<file path="config.mk">
export PLATFORM = sky130hd
export DESIGN_NAME = bit_entry_conditioner
export DESIGN_NICKNAME = d
export VERILOG_FILES = /design/src/rtl/bit_entry_conditioner.sv
export SDC_FILE = /design/constraint.sdc
export NUM_CORES = 1
export LEC_CHECK = 0
export CORE_ASPECT_RATIO = 1.5
export CORE_MARGIN = 10
export CORE_UTILIZATION = 55
export DETAILED_ROUTE_END_ITERATION = 7
export PLACE_DENSITY = 0.77
export SKIP_CTS_REPAIR_TIMING = 1
export SLEW_MARGIN = 40
export SYNTH_ARGS = -nofsm -noshare
export SYNTH_HDL_FRONTEND = slang
export SYNTH_SLANG_ARGS = --single-unit
</file>
<file path="constraint.sdc">
create_clock -name clk -period 2 [get_ports clk]
set_input_delay 0.5 -clock clk [delete_from_list [all_inputs] [get_ports clk]]
set_output_delay 0.5 -clock clk [all_outputs]
set_load 0.03 [all_outputs]
</file>
<file path="src/rtl/bit_entry_conditioner.sv">
// Enter-key conditioner: synchronises and debounces the button and data switch,
// emitting one strobed serial bit per clean press for the sequence detector.
module bit_entry_conditioner #(
    parameter int DEBOUNCE_CYCLES = 240000,
    parameter int CNT_W           = 18,
    parameter int COUNT_W         = 8
) (
    input  logic               clk,
    input  logic               rst_n,
    input  logic               btn_raw,
    input  logic               sw_raw,
    output logic               bit_out,
    output logic               bit_valid,
    output logic [COUNT_W-1:0] bit_count,
    output logic               btn_held
);

    localparam logic [1:0] IDLE         = 2'd0;
    localparam logic [1:0] PRESS_WAIT   = 2'd1;
    localparam logic [1:0] HELD         = 2'd2;
    localparam logic [1:0] RELEASE_WAIT = 2'd3;

    // With a one-cycle window the counter stays at 0 so it never exceeds its terminal value.
    localparam logic [CNT_W-1:0] CNT_LAST  = CNT_W'(DEBOUNCE_CYCLES - 1);
    localparam logic [CNT_W-1:0] CNT_FIRST = (DEBOUNCE_CYCLES > 1) ? CNT_W'(1) : '0;

    logic               btn_meta_q, btn_meta_d;
    logic               btn_s_q,    btn_s_d;
    logic               sw_meta_q,  sw_meta_d;
    logic               sw_s_q,     sw_s_d;
    logic [1:0]         state_q,    state_d;
    logic [CNT_W-1:0]   cnt_q,      cnt_d;
    logic               bit_out_q,  bit_out_d;
    logic               bit_valid_q, bit_valid_d;
    logic [COUNT_W-1:0] bit_count_q, bit_count_d;
    logic               btn_held_q, btn_held_d;

    always_comb begin
        btn_meta_d  = btn_raw;
        btn_s_d     = btn_meta_q;
        sw_meta_d   = sw_raw;
        sw_s_d      = sw_meta_q;
        state_d     = state_q;
        cnt_d       = cnt_q;
        bit_out_d   = bit_out_q;
        bit_valid_d = 1'b0;
        bit_count_d = bit_count_q;

        case (state_q)
            IDLE: begin
                if (btn_s_q) begin
                    state_d = PRESS_WAIT;
                    cnt_d   = CNT_FIRST;
                end else begin
                    cnt_d   = '0;
                end
            end
            PRESS_WAIT: begin
                if (!btn_s_q) begin
                    state_d = IDLE;
                    cnt_d   = '0;
                end else if (cnt_q == CNT_LAST) begin
                    state_d     = HELD;
                    cnt_d       = '0;
                    bit_valid_d = 1'b1;
                    bit_out_d   = sw_s_q;
                    bit_count_d = bit_count_q + COUNT_W'(1);
                end else begin
                    cnt_d = cnt_q + CNT_W'(1);
                end
            end
            HELD: begin
                if (!btn_s_q) begin
                    state_d = RELEASE_WAIT;
                    cnt_d   = CNT_FIRST;
                end else begin
                    cnt_d   = '0;
                end
            end
            RELEASE_WAIT: begin
                if (btn_s_q) begin
                    state_d = HELD;
                    cnt_d   = '0;
                end else if (cnt_q == CNT_LAST) begin
                    state_d = IDLE;
                    cnt_d   = '0;
                end else begin
                    cnt_d = cnt_q + CNT_W'(1);
                end
            end
            default: begin
                state_d = IDLE;
                cnt_d   = '0;
            end
        endcase

        // Held indication covers the release debounce window too, dropping only on IDLE.
        btn_held_d = (state_d == HELD) || (state_d == RELEASE_WAIT);
    end

    always_ff @(posedge clk) begin
        if (!rst_n) begin
            btn_meta_q  <= 1'b0;
            btn_s_q     <= 1'b0;
            sw_meta_q   <= 1'b0;
            sw_s_q      <= 1'b0;
            state_q     <= IDLE;
            cnt_q       <= '0;
            bit_out_q   <= 1'b1;
            bit_valid_q <= 1'b0;
            bit_count_q <= '0;
            btn_held_q  <= 1'b0;
        end else begin
            btn_meta_q  <= btn_meta_d;
            btn_s_q     <= btn_s_d;
            sw_meta_q   <= sw_meta_d;
            sw_s_q      <= sw_s_d;
            state_q     <= state_d;
            cnt_q       <= cnt_d;
            bit_out_q   <= bit_out_d;
            bit_valid_q <= bit_valid_d;
            bit_count_q <= bit_count_d;
            btn_held_q  <= btn_held_d;
        end
    end

    assign bit_out   = bit_out_q;
    assign bit_valid = bit_valid_q;
    assign bit_count = bit_count_q;
    assign btn_held  = btn_held_q;

endmodule

</file>
; Word level (Yosys, flattened, before mapping)
; Index checks and enable logic that the tools add are counted.
[op_classes]
add_sub_neg = 2
reduce_logical = 4
n_eq_ne = 6
mux = 14
[ops]
columns = cell, n
row1 = 18-bit case mux with 4 select lines, 1
row2 = 18-bit two-way mux, 3
row3 = "18-bit by 1-bit adder with 18-bit output, second input constant", 1
row4 = "18-bit == test, second input constant", 1
row5 = 2-bit two-way mux, 6
row6 = "8-bit by 1-bit adder with 8-bit output, second input constant", 1
row7 = "2-bit == test, second input constant", 4
row8 = 2-bit case mux with 4 select lines, 1
row9 = 3-bit AND reduction, 2
row10 = 1-bit two-way mux, 3
row11 = "2-bit by 1-bit == test with 1-bit output, second input constant", 1
row12 = 2-bit zero test, 1
row13 = 1-bit logical OR, 1
[word_totals]
output_inout_bits = 11
input_bits = 4
ff_bits = 35
elab_cells = 36

; Logic depth before layout (Yosys ltp)
; Gate-level depths: netlist (run 1).
[logic_depth]
word_depth = 6
ltp_mapped = 7
depth_no_buf = 5

; Worst setup path after synthesis (run 1)
; Ideal clock, no wire load.
[synth_path]
path_type = reg2reg
startpoint = register cnt_q[0]
endpoint = register cnt_q[10]
period_less_slack_ns = 1.667
stages_incl_launch_ff = 8
t_required_ns = 1.883
path_buffers = 2
setup_ns = 0.117
setup_slack_ns = 0.333
arrival_ns = 1.550
path_cell_list = dfxtp_1 -> ha_1 -> and4_1 -> buf_4 -> nand3_4 -> o2111ai_2 -> buf_2 -> nor2_1
[synth_between]
elab_chain_cells = 4
elab_cells_between_ends = 6
cone_classes = 1 x add/sub / 1 x eq/ne / 4 x mux
[synth_lines]
columns = element, line_no
row1 = from (decl), 32  ; logic [CNT_W-1:0] cnt_q, cnt_d;
row2 = from (signal assigned), 119  ; cnt_q <= cnt_d;
row3 = 18-bit by 1-bit adder with 18-bit output or 18-bit == test (tied branches), --
row4 = 18-bit two-way mux (*), "62, 84"
row5 = 18-bit two-way mux (on tied branches), "81, 59"
row6 = 18-bit case mux with 4 select lines (*), 49  ; case (state_q)
; Every way passes the cells marked *; elsewhere a longest branch is shown, timed or not.
; A chain may end at the register's enable or synchronous reset.

; Final worst setup path (run 1)
[layout_path]
startpoint = register bit_count_q[1] (netlist: bit_count[1])
endpoint = output port bit_count[1]
[layout_rtl]
columns = element, line_no
row1 = from (decl), 35  ; logic [COUNT_W-1:0] bit_count_q, bit_count_d;
row2 = from (signal assigned), 122  ; bit_count_q <= bit_count_d;
row3 = to (decl), 14  ; output logic [COUNT_W-1:0] bit_count,
; No word-level cell between the ends.

==> impl_metrics.yaml, run 1 <==
outcome:
  status: "complete, no violations"
run:
  drv_cap: 0
floorplan:
  io-pin-count: 15
  die-area_mm2: 0.00532
  die_height_um: 84.5
  die_w_um: 63.0
  row_count: 23
  start_util_pct: 56.9
  design.core.area_mm2: 0.00268
cts:
  cts_max_level: 2
  clk_pin_slew_ps: 70
  cts_tree: "yes"
  insertion_delay_ps: 290
  cts_buffers: 5
  cts_buffer_depth: 2
  clock_tree.root_cell: "clkbuf_8"
  cts_num_sinks: 35
critical_path:
  path_cells: "clkdlybuf4s50_1"
  arrival_ps: 1430
  crit_cells: 1
  cp-start-kind: "register"
  worst-path-max-fanout: 6
  crit_slowest_cell: "clkdlybuf4s50_1"
  cpPeakStageDelay_ps: 710
  cp_top_family: "buffers and inverters"
  reg2reg_depth: 5
  crit_buf_inv: 1
  endpoint_kind: "primary output"
  cp_data_required_time_ps: 1500
  critPathKind: "reg -> out"
detailed_routing:
  drt-total-wl_mm: 3.00
  routedWlPerCell_um: 13.4
  antenna_left: 0
  via_per_inst: 5.69
  drc: 0
  dr.pass1.iters: 5
  vias: 1275
  drt-initial-drc-count: 39
timing:
  hold_ws_ps: 433
  rsz0062_at_grt: "false"
  tightest_slew_ps: 348
  fin_setup_tns_ps: 0
  fin_crit_sh_pct: 96.4
  final_hold_viol_count: 0
  setup_violations: 0
  skew_ps: 3.11
  fin_crit_ps: 1930
  maxSlewViolCount: 0
  max_freq_mhz: 519
  relSlewSlack_pct: 76.7
yosys:
  synthArstFlopShare_pct: 0
  ys.flop_type: "dfxtp_1"
  synth_largest_area_cell: "dfxtp_1"
  syn-instance-count: 165
  ys_types: 32
  synthMostInstantiatedCell: "dfxtp_1"
  yosys.area.top_type_share_pct: 46.0
  yosys-top-cells-count: "35 x dfxtp_1, 16 x a21oi_1, 14 x nor2_1"
  ys_seq_area_share_pct: 46.0
  synth_area_leaders: "dfxtp_1 46%, xor2_1 6.3%, a21oi_1 5.3%, nor2_1 3.4%, o31ai_1 3.4%"
  synth_enable_flop_cells: 0
  synth_seq_cells: 35
  yosys_warnings: 0
  synth_nets: 171
  synth_area_mm2: 0.00152
  avgSynthCellArea_um2: 9.24
global_route:
  grt_pass1_vias: 1178
  grt_pass1_wl_mm: 5.15
  grt_overflow_total: 0
  track_usage_pct: 11.7
  antenna_found_initial: 0
  grt_start_max_net_pins: 20
cells_and_area:
  antenna_cells: 0
  drive_gt1_share_pct: 9.63
  area_delta_synth_final_pct: 19.6
  nets: 192
power_and_ir_drop:
  ir_drop_mv: 0.645
  power.density_mw_per_mm2: 700
  leakagePower_uw: 0.000621
placed_design:
  gp_congestion: 0.774
  numPortBuffers: 14
  dp_hpwl_mm: 2.20
min_path:
  min_delay_path_depth: 1
  min_path_type: "reg -> reg"
per-stage QoR:
stage	utilization [%]	setup WS, ps	cells	area (um2)	total power [uW]
after floorplan	-	333	165	1520	728
after global placement	64.4	264	216	1720	736
after detailed placement	64.4	149	216	1720	737
after CTS	68.1	54.3	224	1820	1290
after global routing	68.1	21.3	224	1820	1320
final	68.1	71.8	224	1820	1280
state kept, by name (all words and copies together) (netlist names):
name        flops
cnt_q          18
bit_count       8
state_q         2
bit_out         1
bit_valid       1
btn_held        1
btn_meta_q      1
btn_s_q         1
sw_meta_q       1
sw_s_q          1
final cells by class:
cell class	instances	area, um2
Fill cell	232	853
Multi-Input combinational cell	121	783
Sequential cell	35	701
Timing Repair Buffer	19	178
Clock buffer	8	100
Tap cell	37	46.3
Inverter	4	15.0
cells by family after synthesis:
logic type | share of synthesized area (%)
compound gates | 13.2
simple gates | 29.1
flops | 46.0
buf+inv | 2.63
xor+xnor | 7.47
fa+ha+maj | 1.64
metal layers:
layer / share of wire (%) / routed length, um / global-route usage [%] / vias to the layer above
met2: 50 / 1510 / 19.7 / 26
met4: 2.3 / 68 / 6.53 / 0
met1: 41 / 1230 / 11.8 / 595
li1: - / - / - / 646
met3: 6.4 / 192 / 5.05 / 8
met5: 0 / 0 / 0 / -
final timing paths:
check	start	to	slack, ps
min	sw_meta_q	sw_s_q	430
max reg2reg	cnt_q[0]	bit_count[4]	130
max	bit_count[1]	bit_count[1]	70
min reg2reg	sw_meta_q	sw_s_q	430
cell usage in the layout, fill, tap and decap left out, types with 2 or more instances in the layout:
| master | synthesis | routed |
|---|---|---|
| a21oi_1 | 16 | 16 |
| and2_1 | 7 | 7 |
| and3_1 | 4 | 4 |
| and4_1 | 3 | 3 |
| buf_4 | 1 | 5 |
| clkbuf_8 | 0 | 7 |
| clkdlybuf4s50_1 | 0 | 14 |
| dfxtp_1 | 35 | 35 |
| ha_1 | 2 | 2 |
| inv_1 | 4 | 4 |
| nand2_1 | 9 | 9 |
| nand3_1 | 10 | 10 |
| nand4_1 | 7 | 7 |
| nor2_1 | 14 | 14 |
| o21ai_0 | 6 | 6 |
| o31ai_1 | 7 | 7 |
| or3_1 | 4 | 4 |
| or4_1 | 7 | 7 |
| xnor2_1 | 2 | 2 |
| xor2_1 | 11 | 11 |
power breakdown:
| part | internal [uW] | switching (uW) | total [uW] |
|---|---|---|---|
| clock network | 314 | 241 | 555 |
| logic | 8.53 | 7.85 | 16.4 |
| registers | 702 | 2.53 | 704 |
Power figures use the tool's default switching activity.
==> inputs of run 2 (changes only) <==
- CORE_UTILIZATION: 55 -> 40
- CTS_BUF_LIST: default -> sky130_fd_sc_hd__clkbuf_16
- PLACE_DENSITY: 0.77 -> default
- TNS_END_PERCENT: default -> 10
==> run 2 against run 1 <==
Global-route usage shrank 1.7 points. Combinational power about the same. Routed wire length rose by 8.5%. Clock power increased by 26%. Largest cell class unchanged. Fmax decreased by 0.86%. Die area increased by 26%. Count of clock-buffer cells in the layout shrank 3. Highest routed layer unchanged.
==> impl_metrics.yaml, run 2 (synthesis gave the netlist of run 1 again) <==
outcome:
  status: "complete, no violations"
cells_and_area:
  final_common_cell: "dfxtp_1"
  regMostFlops: "cnt_q"
  ff_latch_area_um2: 701
  fillers: 344
  area_delta_synth_final_pct: 21.5
  largest_register_ffs: 18
  final_cell_area_mm2: 0.00185
  drive_gt1_share_pct: 8.15
  antenna_cells: 0
  multi_input_area_um2: 783
  nets: 191
  final_cell_mix: "35 x dfxtp_1, 16 x a21oi_1, 14 x nor2_1, 14 x clkdlybuf4s50_1, 11 x xor2_1"
min_path:
  min_path_type: "reg -> reg"
  min_delay_path_depth: 1
  hold_start: "sw_meta_q"
  hold_end: "sw_s_q"
power_and_ir_drop:
  p_int_uw: 1150
  power.density_mw_per_mm2: 769
  ir_drop_mv: 0.856
  clkPwrFrac_pct: 49.3
  p_sw_share_pct: 19.0
  leakagePower_uw: 0.000631
  p_sw_uw: 271
  pwr-share-seq_pct: 49.6
  combPwrFrac_pct: 1.2
detailed_routing:
  drt-initial-drc-count: 65
  via_per_inst: 5.66
  wl_met3_um: 156
  met2_length_mm: 1.69
  drt-total-wl_mm: 3.25
  vias: 1285
  highest_layer: "met4"
  dr.pass1.iters: 4
  drc: 0
  routedWlPerCell_um: 14.3
  antenna_left: 0
  met1_length_mm: 1.30
critical_path:
  worst-path-max-fanout: 7
  critPathKind: "reg -> out"
  cpPeakStageDelay_ps: 720
  cp_top_family: "buffers and inverters"
  regToRegEndpoint: "bit_count[7]"
  cp-start-kind: "register"
  crit_slowest_cell: "clkdlybuf4s50_1"
  regToRegStartpoint: "cnt_q[0]"
  endpoint_kind: "primary output"
  r2r_slack_ps: 150
  arrival_ps: 1450
  reg2reg_depth: 5
  crit_buf_inv: 1
  cp_data_required_time_ps: 1500
  path_cells: "clkdlybuf4s50_1"
cts:
  clk_pin_slew_ps: 50
  cts_num_sinks: 35
  cts_tree: "yes"
  cts_max_level: 2
  cts_buffer_depth: 2
  clock_tree.root_cell: "clkbuf_16"
  cts_buffers: 5
  insertion_delay_ps: 270
timing:
  fin_crit_sh_pct: 97.3
  max_freq_mhz: 514
  skew_ps: 3.00
  rsz0062_at_grt: "false"
  tightest_slew_ps: 365
  maxSlewViolCount: 0
  final_hold_viol_count: 0
  fin_crit_ps: 1950
  setup_violations: 0
  hold_ws_ps: 434
  relSlewSlack_pct: 75.6
  fin_setup_tns_ps: 0
run:
  drv_cap: 0
placed_design:
  placed_area_mm2: 0.00172
  numPortBuffers: 14
  dp_hpwl_mm: 2.43
  gp_congestion: 0.844
global_route:
  grt_overflow_total: 0
  grt_pass1_vias: 1277
  antenna_found_initial: 0
  grt_start_max_net_pins: 20
  track_usage_pct: 10.0
  grt_pass1_wl_mm: 5.54
floorplan:
  row_count: 27
  design.core.area_mm2: 0.00368
  die-area_mm2: 0.00673
  die_height_um: 95.6
  start_util_pct: 41.4
  die_w_um: 70.4
  io-pin-count: 15
## run 2: layout make-up
cell class / count / area share (%)
clock inverters: 1 / 0.203
inverters: 4 / 0.811
flip-flops and latches: 35 / 37.8
repair buffers: 18 / 9.19
clock buffers: 5 / 6.76
well taps: 43 / 2.91
multi-input cells: 121 / 42.3
## run 2: per-layer routing
layer	up-vias	track usage (%)
met5	-	0
met4	0	6.93
met3	10	3.53
met2	24	18.5
met1	611	8.94
li1	640	-
## run 2: per-stage QoR
step | setup slack, ps | total power, uW | util [%] | cells
global route | 4.52 | 1470 | 50.3 | 227
global placement | 236 | 737 | 46.8 | 221
detailed placement | 160 | 738 | 46.8 | 221
CTS | 53.9 | 1440 | 50.3 | 227
finish | 55.0 | 1420 | 50.3 | 227
floorplan | 333 | 728 | - | 165
## run 2: how the worst max path moves through the flow
stage	from	end	cells after the start
final	bit_count[0]	bit_count[0]	1
after global routing	bit_count[0]	bit_count[0]	1
after CTS	bit_count[0]	bit_count[0]	1
after detailed placement	cnt_q[0]	bit_count[7]	5
after global placement	cnt_q[0]	bit_count[4]	5
after floorplan	cnt_q[0]	cnt_q[10]	7
## run 2: power by group through the flow
| stage | logic [uW] | registers (uW) | clock network (uW) |
|---|---|---|---|
| 6_report | 16.7 | 706 | 702 |
| 5_1_grt | 19.0 | 706 | 744 |
| 4_1_cts | 17.1 | 706 | 716 |
| 3_5_place_dp | 17.1 | 721 | 0 |
| 3_3_place_gp | 16.6 | 720 | 0 |
| 2_1_floorplan | 8.34 | 719 | 0 |
